## src/rtl/sun_pll_lock.sv

```systemverilog
`default_nettype none
//------------------------------------------------------------------------------
// sun_pll_lock - CK_REF period lock detector running on the PLL output clock.
// Rev 1.0
//------------------------------------------------------------------------------
module sun_pll_lock #(
  parameter int DIV          = 32,
  parameter int TOL          = 1,
  parameter int LOCK_CNT     = 8,
  parameter int TIMEOUT_REFS = 255,
  parameter int CNT_W        = 8
) (
  input  logic             CK,
  input  logic             PWRUP_1V8,
  input  logic             CK_REF,
  input  logic             CLR_LOCK,
  output logic             LOCKED,
  output logic             LOCK_LOST,
  output logic             TIMEOUT,
  output logic [CNT_W-1:0] PERIOD,
  output logic             PERIOD_VLD
);

  localparam int GOOD_W = $clog2(LOCK_CNT + 1);
  localparam int WIN_W  = $clog2(TIMEOUT_REFS + 1);

  localparam logic [CNT_W-1:0]  c_max       = '1;
  localparam logic [CNT_W-1:0]  c_lo        = CNT_W'(DIV - TOL);
  localparam logic [CNT_W-1:0]  c_hi        = CNT_W'(DIV + TOL);
  localparam logic [GOOD_W-1:0] c_good_last = GOOD_W'(LOCK_CNT - 1);
  localparam logic [WIN_W-1:0]  c_win_last  = WIN_W'(TIMEOUT_REFS - 1);
  localparam logic [WIN_W-1:0]  c_win_max   = WIN_W'(TIMEOUT_REFS);

  typedef enum logic [1:0] {
    ST_IDLE = 2'd0,
    ST_ACQ  = 2'd1,
    ST_LOCK = 2'd2
  } state_t;

  logic              r_s1, r_s2, r_s3;
  state_t            r_state;
  logic [CNT_W-1:0]  r_cnt;
  logic [GOOD_W-1:0] r_good;
  logic [WIN_W-1:0]  r_win;
  logic              r_locked, r_lost, r_timeout, r_vld;
  logic [CNT_W-1:0]  r_period;

  logic              w_edge, w_sat, w_good;
  logic [CNT_W-1:0]  w_meas;

  assign w_edge = r_s2 & ~r_s3;
  assign w_sat  = (r_cnt == c_max);
  assign w_meas = w_sat ? c_max : r_cnt + CNT_W'(1);
  assign w_good = (w_meas >= c_lo) && (w_meas <= c_hi);

  // s1/s2 resolve metastability; s3 only serves the rising-edge detect
  always_ff @(posedge CK or negedge PWRUP_1V8) begin
    if (!PWRUP_1V8) begin
      r_s1 <= 1'b0;
      r_s2 <= 1'b0;
      r_s3 <= 1'b0;
    end else begin
      r_s1 <= CK_REF;
      r_s2 <= r_s1;
      r_s3 <= r_s2;
    end
  end

  always_ff @(posedge CK or negedge PWRUP_1V8) begin
    if (!PWRUP_1V8) begin
      r_state   <= ST_IDLE;
      r_cnt     <= '0;
      r_good    <= '0;
      r_win     <= '0;
      r_locked  <= 1'b0;
      r_lost    <= 1'b0;
      r_timeout <= 1'b0;
      r_period  <= '0;
      r_vld     <= 1'b0;
    end else begin
      r_vld <= 1'b0;
      if (CLR_LOCK) begin
        // an edge coinciding with the restart is deliberately dropped
        r_state   <= ST_IDLE;
        r_cnt     <= '0;
        r_good    <= '0;
        r_win     <= '0;
        r_locked  <= 1'b0;
        r_lost    <= 1'b0;
        r_timeout <= 1'b0;
        r_period  <= '0;
      end else begin
        if (r_state != ST_IDLE) begin
          if (w_edge)
            r_cnt <= '0;
          else if (!w_sat)
            r_cnt <= r_cnt + CNT_W'(1);
        end
        case (r_state)
          ST_IDLE: begin
            r_cnt <= '0;
            if (w_edge)
              r_state <= ST_ACQ;
          end
          ST_ACQ: begin
            if (w_edge) begin
              r_period <= w_meas;
              r_vld    <= 1'b1;
              if (r_win != c_win_max) begin
                r_win <= r_win + WIN_W'(1);
                if (r_win == c_win_last)
                  r_timeout <= 1'b1;
              end
              if (!w_good) begin
                r_good <= '0;
              end else if (r_good == c_good_last) begin
                r_good   <= '0;
                r_state  <= ST_LOCK;
                r_locked <= 1'b1;
              end else begin
                r_good <= r_good + GOOD_W'(1);
              end
            end
          end
          ST_LOCK: begin
            // saturation without an edge means the reference vanished
            if (w_edge || w_sat) begin
              r_period <= w_meas;
              r_vld    <= 1'b1;
              if (!w_edge || !w_good) begin
                r_lost   <= 1'b1;
                r_locked <= 1'b0;
                r_state  <= ST_ACQ;
                r_good   <= '0;
                r_win    <= '0;
              end
            end
          end
          default: r_state <= ST_IDLE;
        endcase
      end
    end
  end

  assign LOCKED     = r_locked;
  assign LOCK_LOST  = r_lost;
  assign TIMEOUT    = r_timeout;
  assign PERIOD     = r_period;
  assign PERIOD_VLD = r_vld;

endmodule
`default_nettype wire
```

## config.mk

```make
export PLATFORM = sky130hd
export DESIGN_NAME = sun_pll_lock
export DESIGN_NICKNAME = d
export VERILOG_FILES = /design/src/rtl/sun_pll_lock.sv
export SDC_FILE = /design/constraint.sdc
export NUM_CORES = 1
export LEC_CHECK = 0
export CORE_MARGIN = 5
export CORE_UTILIZATION = 28
export CTS_BUF_LIST = sky130_fd_sc_hd__clkbuf_16
export CTS_CLUSTER_DIAMETER = 30
export DETAILED_ROUTE_END_ITERATION = 10
export GPL_TIMING_DRIVEN = 0
export PLACE_DENSITY = 0.55
export SYNTH_ARGS = -nofsm -noshare
export SYNTH_HDL_FRONTEND = slang
export SYNTH_SLANG_ARGS = --single-unit
```

## constraint.sdc

```tcl
create_clock -name CK -period 3.4 [get_ports CK]
set_input_delay 0.68 -clock CK [delete_from_list [all_inputs] [get_ports CK]]
set_output_delay 0.68 -clock CK [all_outputs]
set_load 0.005 [all_outputs]
```

* Word level (Yosys, flattened, before mapping)
Cells that the tools add are included.
** Cells by class
- Magnitude comparators :: 2
- Reductions and logical operators :: 24
- $add $sub $neg :: 3
- Eq/ne operators :: 14
- Bitwise gates (word level) :: 2
- Multiplexer cells :: 51
** Operators with widths (count)
- 8-bit 2-to-1 mux :: 14
- 8-bit case mux with 2 select lines :: 2
- 4-bit 2-to-1 mux :: 6
- 3-bit inequality test, second input constant :: 7
- 1-bit 2-to-1 mux :: 18
- 8-bit by 1-bit adder with 8-bit output, second input constant :: 2
- 8-bit equality test, second input constant :: 2
- 2-bit nonzero test :: 8
- 2-bit 2-to-1 mux :: 7
- 6-bit AND reduction :: 2
- 8-bit by 5-bit greater-or-equal comparator with 1-bit output, second input constant :: 1
- 8-bit by 6-bit <= comparator with 1-bit output, second input constant :: 1
- 8-bit inequality test, second input constant :: 1
- 4-bit case mux with 2 select lines :: 1
- 4-bit AND reduction :: 2
- 2-bit case mux with 3 select lines :: 1
- 3-bit AND reduction :: 2
- 3-bit nonzero test :: 2
- 5-bit AND reduction :: 1
- 4-bit by 1-bit adder with 4-bit output, second input constant :: 1
- 4-bit by 3-bit equality test with 1-bit output, second input constant :: 1
- 4-bit by 3-bit inequality test with 1-bit output, second input constant :: 1
- 1-bit case mux with 2 select lines :: 2
- 2-bit by 1-bit equality test with 1-bit output, second input constant :: 1
- 8 further kinds :: 10
** Word-level totals
- Output and inout bits :: 12
- Input bits :: 4
- Word-level logic and storage cells :: 108
- Bits in registers :: 37

* Logic depth before layout (Yosys ltp)
Gate-level depths: netlist (run 1).
- Depth in word-level cells :: 10
- Depth in mapped cells :: 9
- Gate-level depth less buffers :: 9

* Least setup slack after synthesis (run 1)
Ideal clock, no wire load.
- Path type :: register to register
- From :: register r_cnt[1]
- To :: register r_win[4]
- Buffers on the path :: 1
- Period minus slack after synthesis :: 2.304 ns
- Cell stages (with the launch flop) :: 10
- Setup time :: 0.121 ns
- Setup slack :: 1.096 ns
- Arrival :: 2.183 ns
- Data required time :: 3.279 ns
- Cells stage by stage :: dfrtp_1 -> ha_1 -> buf_6 -> and3_4 -> and3_4 -> mux2_4 -> and3_4 -> a32oi_4 -> o21bai_4 -> a22o_1
** On the way
- Longest elaborated chain between the ends :: 8
- Elaborated cells between the ends (all ways) :: 12
- Classes of those cells :: add/sub: 1; order compare: 2; eq/ne: 3; mux: 1; reduce/logical: 5
** RTL lines
- from (decl) :: RTL line 42 : logic [CNT_W-1:0] r_cnt;
- from (signal assigned) :: RTL line 97 : r_cnt <= r_cnt + CNT_W'(1);
- 8-bit by 1-bit adder with 8-bit output / 8-bit equality test (equally long branches) :: RTL line 53, 52
- 8-bit 2-to-1 mux :: RTL line 53 : assign w_meas = w_sat ? c_max : r_cnt + CNT_W'(1);
- 8-bit by 5-bit greater-or-equal comparator with 1-bit output / 8-bit by 6-bit <= comparator with 1-bit output (equally long branches) :: RTL line 54 : assign w_good = (w_meas >= c_lo) && (w_meas <= c_hi);
- 1-bit logical AND :: RTL line 54
- 1-bit zero test :: RTL line 130 : if (!w_edge || !w_good) begin
- 1-bit logical OR :: RTL line 130
- 3-bit inequality test (no source line)
- 5-bit AND reduction (no source line) *
- to (signal assigned) :: RTL line 110 : r_win <= r_win + WIN_W'(1);
- to (decl) :: RTL line 44 : logic [WIN_W-1:0] r_win;
Mark *: on every way between the ends. The rest lies on a longest branch, timed or not.
A chain may end at the register's enable or synchronous reset.

* Worst setup path in the final report (run 1)
Ends and elaborated chain as after synthesis.

==> results of run 1 <==
## critical path: stages (launching register included)
cell,delay (ns)
dfrtp_1,0.45
ha_1,0.20
buf_6,0.13
and3_4,0.19
and3_4,0.20
mux2_4,0.34
and3_4,0.20
a32oi_4,0.34
o21bai_4,0.13
a22o_1,0.25
## where the power goes
| part | switching [mW] | internal [mW] |
|---|---|---|
| registers | 0.0466 | 0.487 |
| logic | 0.206 | 0.142 |
| clock network | 0.164 | 0.261 |
| total | 0.416 | 0.891 |
## how the worst max path moves through the flow
stage	startpoint	cells past startpoint	to	slack [ns]
6_report	r_cnt[1]	9	r_win[4]	0.86
5_1_grt	r_cnt[1]	9	PERIOD[6]	0.67
4_1_cts	r_cnt[1]	9	r_win[4]	0.85
3_5_place_dp	r_cnt[1]	9	r_win[4]	0.86
3_3_place_gp	PWRUP_1V8	1	r_cnt[4]	0.71
2_1_floorplan	r_cnt[1]	9	r_win[4]	1.10
## sequential cells by signal, indices dropped and copies added (netlist names)
signal,cells
LOCKED,1
LOCK_LOST,1
PERIOD,8
PERIOD_VLD,1
TIMEOUT,1
r_cnt,8
r_good,4
r_s1,1
r_s2,1
r_s3,1
r_state,2
r_win,8
## stage by stage
step                      power [mW]  cell area, µm²  util [%]  std cells  setup WS (ns)
after floorplan                0.785            2150         -        222           1.10
after detailed placement       0.889            2410      31.7        338          0.858
after global placement         0.883            2410      31.7        338          0.713
after global routing            1.39            2540      33.4        344          0.672
after CTS                       1.32            2540      33.4        344          0.846
final                           1.31            2540      33.4        344          0.856
## metal layers
layer	vias up	track usage (%)
li1	861	-
met1	836	13.6
met2	23	18.2
met3	7	2.30
met4	0	5.01
met5	-	0
## kinds of logic (layout without fill, tap and decap cells)
logic type / after synthesis / after routing / synth area share [%]
muxes: 8 / 8 / 4.08
DFF: 37 / 37 / 43.1
adders and majority gates: 8 / 8 / 4.66
AOI/OAI and AO/OA: 60 / 60 / 21.8
xor gates and xnor gates: 1 / 1 / 0.408
buffers and inverters: 17 / 37 / 3.85
and+or+nand+nor: 91 / 91 / 22.0
## layout make-up
class | instances | share of cell area [%]
multi-input combinational | 168 | 44.8
clock inverter | 1 | 0.197
sequential | 37 | 36.5
clock buffer | 5 | 4.93
buffer | 12 | 2.51
timing repair buffer | 14 | 5.32
inverter | 5 | 0.739
tap | 102 | 5.03
## cell usage after synthesis (all sizes together), types with 5 or more instances
| cell type | count | area, µm² |
|---|---|---|
| nor2 | 23 | 86.3 |
| and3 | 7 | 58.8 |
| nand2 | 21 | 78.8 |
| nor3 | 6 | 30.0 |
| buf | 5 | 37.5 |
| clkbuf | 7 | 26.3 |
| nand4 | 6 | 37.5 |
| nand3 | 8 | 40.0 |
| o31ai | 6 | 58.8 |
| a21oi | 11 | 55.1 |
| mux2i | 5 | 50.1 |
| dfrtp | 37 | 926 |
| o21ai | 10 | 53.8 |
| ha | 8 | 100 |
==> impl_metrics.yaml, run 1 <==
run_status:
  outcome: "complete, no violations"
cells_and_area:
  n_fill_cell: 812
  antenna_cells: 0
  mostFrequentLayoutCells: "37 x dfrtp_1, 23 x nor2_1, 21 x nand2_1"
  multi_input_area_um2: 1140
  drive_above_1_share_pct: 10.7
  regArea_um2: 926
  area_growth_pct: 18.3
  mostFrequentLayoutCell: "dfrtp_1"
  final_nets: 255
timing:
  post-route-min-period_ns: 2.54
  setup_viol_count_final: 0
  skew_ns: 0.00361
  max_freq_mhz: 393
  rsz0062_at_grt: "no"
  slew_viol_final: 0
  fin_crit_sh_pct: 74.8
  maxSlewHeadroom_pct: 43.5
  fin_setup_tns_ns: 0
  worstMarginPinSlew_ns: 0.848
  fin_hold_ws_ns: 0.351
  hold_viol: 0
routing:
  highest-signal-layer: "met4"
  wl_met1_um: 2310
  wl_um: 4950
  final_antenna_net_count: 0
  wl_met3_um: 128
  wl_met2_um: 2420
  vias: 1727
  drc: 0
  wl_per_cell_um: 14.4
  firstDrtPassIters: 4
  via_per_inst: 5.02
  drt_iter0_markers: 134
synthesis:
  async_flop_share_pct: 100
  synth_edf_count: 0
  synth_area_per_cell_um2: 9.67
  netlist_instances: 222
  yosys_warnings: 0
  syn-num-nets: 234
  synth.distinct_cells: 56
  ys_seq_area_share_pct: 43.1
  synth_area_um2: 2150
  synth-seq-cells: 37
  synth_ff_type: "dfrtp_1"
clock_network:
  cts_tree: "done"
  root_buffer: "clkbuf_16"
  clk_pin_slew_ns: 0.05
  ctsResizeCount: 0
  clock_sinks: 37
  holdBufCountCts: 0
  clockBufferDepth: 2
  clk_latency_ns: 0.28
  cts_made_buffers: 5
  ctsHtreeMaxLevel: 2
  post-cts-setup-buffers: 0
place:
  gp_congestion: 0.796
  dp_hpwl_um: 3460
  io_buffer_count: 14
pwr:
  power_density_nw_per_um2: 515
  leakage_nw: 1.08
  vdd_drop_max_uv: 250
worst_setup_path:
  crit_path_start_kind: "flop"
  r2r_slack_ns: 0.86
  r2r_start: "r_cnt[1]"
  rr_endpoint: "r_win[4]"
  worstPathRequired_ns: 3.56
  critPathArrivalTime_ns: 2.71
  end_kind: "flop"
  crit_fanout: 9
  worst_r2r_path_depth: 9
  crit_type: "flop to flop"
floorplanning:
  ioPinCount: 16
  core_um2: 7610
  rows: 32
  dieArea_um2: 9510
  die_h_um: 97.5
  initial_utilization_pct: 28.2
  fp.dieW_um: 97.5
grt:
  grt_usage_pct: 11.0
  grt_pass1_wl_um: 8420
  antenna_found_initial: 0
  grt_pass1_vias: 1742
  grt_max_degree: 38
  grt-ovfl-total: 0
flow_run:
  drv_cap: 0
min_path:
  worstHoldStart: "r_s1"
  hold_path_end: "r_s2"
  hold_class: "flop to flop"
  hold_depth: 0
Power figures use the tool's default switching activity.
==> inputs of run 2 (changes only) <==
==> constraint.sdc (replaced) <==
create_clock -name CK -period 2.7 [get_ports CK]
set_input_delay 0.54 -clock CK [delete_from_list [all_inputs] [get_ports CK]]
set_output_delay 0.54 -clock CK [all_outputs]
set_load 0.005 [all_outputs]
==> impl_metrics.yaml, run 2 (synthesis gave the netlist of run 1 again) <==
pwr:
  power_density_nw_per_um2: 648
  leakage_nw: 1.08
  vdd_drop_max_uv: 314
  power.total_mw: 1.65
cells_and_area:
  regArea_um2: 926
  n_fill_cell: 813
  multi_input_area_um2: 1140
  mostFrequentLayoutCell: "dfrtp_1"
  post-route-util_pct: 33.5
  antenna_cells: 0
  area_growth_pct: 18.8
  fin_area_um2: 2550
  drive_above_1_share_pct: 11.5
  mostFrequentLayoutCells: "37 x dfrtp_1, 23 x nor2_1, 21 x nand2_1"
  final_cells: 345
  final_nets: 256
floorplanning:
  rows: 32
  dieArea_um2: 9510
  initial_utilization_pct: 28.2
  ioPinCount: 16
  die_h_um: 97.5
  fp.dieW_um: 97.5
  core_um2: 7610
routing:
  vias: 1734
  wl_um: 4950
  drt_iter0_markers: 111
  final_antenna_net_count: 0
  via_per_inst: 5.03
  wl_per_cell_um: 14.4
  firstDrtPassIters: 4
  drc: 0
clock_network:
  ctsHtreeMaxLevel: 2
  holdBufCountCts: 0
  cts_tree: "done"
  clk_latency_ns: 0.28
  cts_made_buffers: 5
  root_buffer: "clkbuf_16"
  clock_sinks: 37
  clk_pin_slew_ns: 0.06
  clockBufferDepth: 2
min_path:
  hold_depth: 0
  hold_path_end: "r_s2"
  worstHoldStart: "r_s1"
  hold_class: "flop to flop"
grt:
  grt_usage_pct: 11.0
  grt_pass1_wl_um: 8420
  antenna_found_initial: 0
  grt_max_degree: 38
  grt-ovfl-total: 0
  grt_pass1_vias: 1742
timing:
  max_freq_mhz: 392
  fin_hold_ws_ns: 0.351
  setup_viol_count_final: 0
  worstMarginPinSlew_ns: 0.838
  maxSlewHeadroom_pct: 44.1
  fin_crit_sh_pct: 94.5
  hold_viol: 0
  fin_setup_tns_ns: 0
  post-route-min-period_ns: 2.55
  rsz0062_at_grt: "no"
  skew_ns: 0.00515
  fin_ws_ns: 0.148
  slew_viol_final: 0
worst_setup_path:
  crit_path_start_kind: "flop"
  r2r_slack_ns: 0.15
  crit_fanout: 9
  worstPathRequired_ns: 2.87
  critPathArrivalTime_ns: 2.72
  end_kind: "flop"
  crit_type: "flop to flop"
  rr_endpoint: "r_win[4]"
  r2r_start: "r_cnt[1]"
  worst_r2r_path_depth: 9
place:
  io_buffer_count: 14
  postPlaceCellArea_um2: 2410
  dpl.cell_count: 338
  gp_congestion: 0.796
  place_ws_ns: 0.158
  dp_hpwl_um: 3460
run_status:
  outcome: "complete, no violations"
flow_run:
  drv_cap: 0
## run 2: layer usage
| metal | track usage, % | part of all wire (%) |
|---|---|---|
| met5 | 0 | 0 |
| met4 | 5.01 | 1.6 |
| met3 | 2.30 | 2.6 |
| met2 | 18.2 | 50 |
| met1 | 13.6 | 46 |
## run 2: report_power, final
group,switching (mW),internal (mW)
sequential,0.0584,0.613
clock,0.210,0.329
combinational,0.261,0.179
## run 2: worst max path at each step
stage                    end  startpoint  depth (start not counted)  slack (ns)
floorplan           r_win[4]    r_cnt[1]                          9        0.40
global placement    r_cnt[4]   PWRUP_1V8                          1        0.15
detailed placement  r_win[4]    r_cnt[1]                          9        0.16
CTS                 r_win[4]    r_cnt[1]                          9        0.15
global route          LOCKED    r_cnt[1]                          9        0.04
finish              r_win[4]    r_cnt[1]                          9        0.15
## run 2: timing repair
action | in CTS | in global routing
gates resized for setup | 0 | 2
setup buffers | 0 | 1
setup endpoints to repair | 0 | 4
hold endpoints to repair | 0 | 0
## run 2: final cells by class
| type | count | area share, % |
|---|---|---|
| multi-input combinational | 168 | 44.7 |
| sequential | 37 | 36.3 |
| timing repair buffer | 15 | 5.59 |
| tap | 102 | 5.00 |
| clock buffer | 5 | 4.91 |
| buffer | 12 | 2.50 |
| inverter | 5 | 0.736 |
| clock inverter | 1 | 0.196 |
## run 2: critical path: stages, from the launching register on
cell and delay (ns):
dfrtp_1 0.45, ha_1 0.20, buf_6 0.13, and3_4 0.19, and3_4 0.20, mux2_4 0.34
and3_4 0.20, a32oi_4 0.35, o21bai_4 0.13, a22o_1 0.25
==> inputs of run 3 (changes only) <==
--- a/config.mk
+++ b/config.mk
@@ -12,6 +12,7 @@
 export DETAILED_ROUTE_END_ITERATION = 10
 export GPL_TIMING_DRIVEN = 0
 export PLACE_DENSITY = 0.55
+export SETUP_SLACK_MARGIN = 0.1
 export SYNTH_ARGS = -nofsm -noshare
 export SYNTH_HDL_FRONTEND = slang
 export SYNTH_SLANG_ARGS = --single-unit
==> impl_metrics.yaml, run 3 (synthesis gave the netlist of run 1 again) <==
run_status:
  outcome: "complete, no violations"
min_path:
  hold_class: "flop to flop"
  hold_depth: 0
  worstHoldStart: "r_s1"
  hold_path_end: "r_s2"
grt:
  grt_max_degree: 38
  grt-ovfl-total: 0
  antenna_found_initial: 0
  grt_pass1_vias: 1742
  grt_usage_pct: 11.0
  grt_pass1_wl_um: 8420
timing:
  worstMarginPinSlew_ns: 0.855
  setup_viol_count_final: 0
  slew_viol_final: 0
  max_freq_mhz: 398
  skew_ns: 0.00565
  hold_viol: 0
  fin_setup_tns_ns: 0
  post-route-min-period_ns: 2.51
  fin_hold_ws_ns: 0.351
  fin_ws_ns: 0.186
  maxSlewHeadroom_pct: 43.0
  rsz0062_at_grt: "no"
  fin_crit_sh_pct: 93.1
worst_setup_path:
  end_kind: "flop"
  worstPathRequired_ns: 2.86
  crit_type: "flop to flop"
  crit_path_start_kind: "flop"
  worst_r2r_path_depth: 9
  critPathArrivalTime_ns: 2.68
  rr_endpoint: "r_win[4]"
  crit_fanout: 9
  r2r_slack_ns: 0.19
  r2r_start: "r_cnt[1]"
floorplanning:
  die_h_um: 97.5
  fp.dieW_um: 97.5
  initial_utilization_pct: 28.2
  rows: 32
  ioPinCount: 16
  dieArea_um2: 9510
  core_um2: 7610
pwr:
  power_density_nw_per_um2: 646
  power.total_mw: 1.65
  leakage_nw: 1.08
  vdd_drop_max_uv: 315
place:
  gp_congestion: 0.796
  dp_hpwl_um: 3460
  place_ws_ns: 0.158
  io_buffer_count: 14
cells_and_area:
  antenna_cells: 0
  area_growth_pct: 19.3
  drive_above_1_share_pct: 12.8
  final_nets: 256
  mostFrequentLayoutCells: "36 x dfrtp_1, 23 x nor2_1, 21 x nand2_1"
  mostFrequentLayoutCell: "dfrtp_1"
clock_network:
  clock_sinks: 37
  cts_tree: "done"
  clk_pin_slew_ns: 0.06
  ctsHtreeMaxLevel: 2
  clk_latency_ns: 0.28
  cts_made_buffers: 5
  clockBufferDepth: 2
  root_buffer: "clkbuf_16"
routing:
  highest-signal-layer: "met4"
  via_per_inst: 5.07
  wl_met1_um: 2360
  final_antenna_net_count: 0
  vias: 1749
  drt_iter0_markers: 123
  wl_met2_um: 2440
  firstDrtPassIters: 4
  wl_um: 5030
  drc: 0
  wl_met3_um: 139
  wl_per_cell_um: 14.6
flow_run:
  drv_cap: 0
==> run 3: metal layers <==
metal	up-vias	GRT usage [%]
met1	852	13.6
met2	31	18.2
met3	7	2.30
met4	0	5.01
met5	-	0
li1	859	-
==> run 3: power breakdown <==
part	leakage [nW]	internal (mW)	switching (mW)
Clock	0.0655	0.329	0.209
Combinational	0.517	0.180	0.262
Sequential	0.501	0.614	0.0592
Total	1.08	1.12	0.530
==> run 3: worst max path at each step <==
stage / from / endpoint / slack (ns) / cells after the start
floorplan: r_cnt[1] / r_win[4] / 0.40 / 9
global placement: PWRUP_1V8 / r_cnt[4] / 0.15 / 1
detailed placement: r_cnt[1] / r_win[4] / 0.16 / 9
CTS: r_cnt[1] / r_win[4] / 0.15 / 9
global route: r_cnt[1] / r_win[5] / 0.12 / 9
finish: r_cnt[1] / r_win[4] / 0.19 / 9
==> run 3: cell type report <==
type | count | area (µm²)
fill | 810 | 5050
multi-input combinational | 168 | 1150
sequential | 37 | 927
timing repair buffer | 15 | 143
tap | 102 | 128
clock buffer | 5 | 125
buffer | 12 | 63.8
inverter | 5 | 18.8
clock inverter | 1 | 5.00
==> run 3: critical path: stages, from the launching register on <==
cell and delay [ns]:
dfrtp_2 0.46, ha_1 0.21, buf_6 0.14, and3_4 0.18, and3_4 0.19, mux2_4 0.34, and3_4 0.20, a32oi_4 0.32
o21bai_4 0.13, a22o_1 0.25
==> run 3: timing repair <==
action | CTS | global route
setup endpoints to repair | 0 | 14
resized for setup | 0 | 5
hold buffers | 0 | 0
setup buffers | 0 | 1
==> run 3: stage by stage <==
| step | std cells | util [%] | cell area (µm²) |
|---|---|---|---|
| floorplan | 222 | - | 2150 |
| global placement | 338 | 31.7 | 2410 |
| detailed placement | 338 | 31.7 | 2410 |
| CTS | 344 | 33.4 | 2540 |
| global route | 345 | 33.7 | 2560 |
| finish | 345 | 33.7 | 2560 |
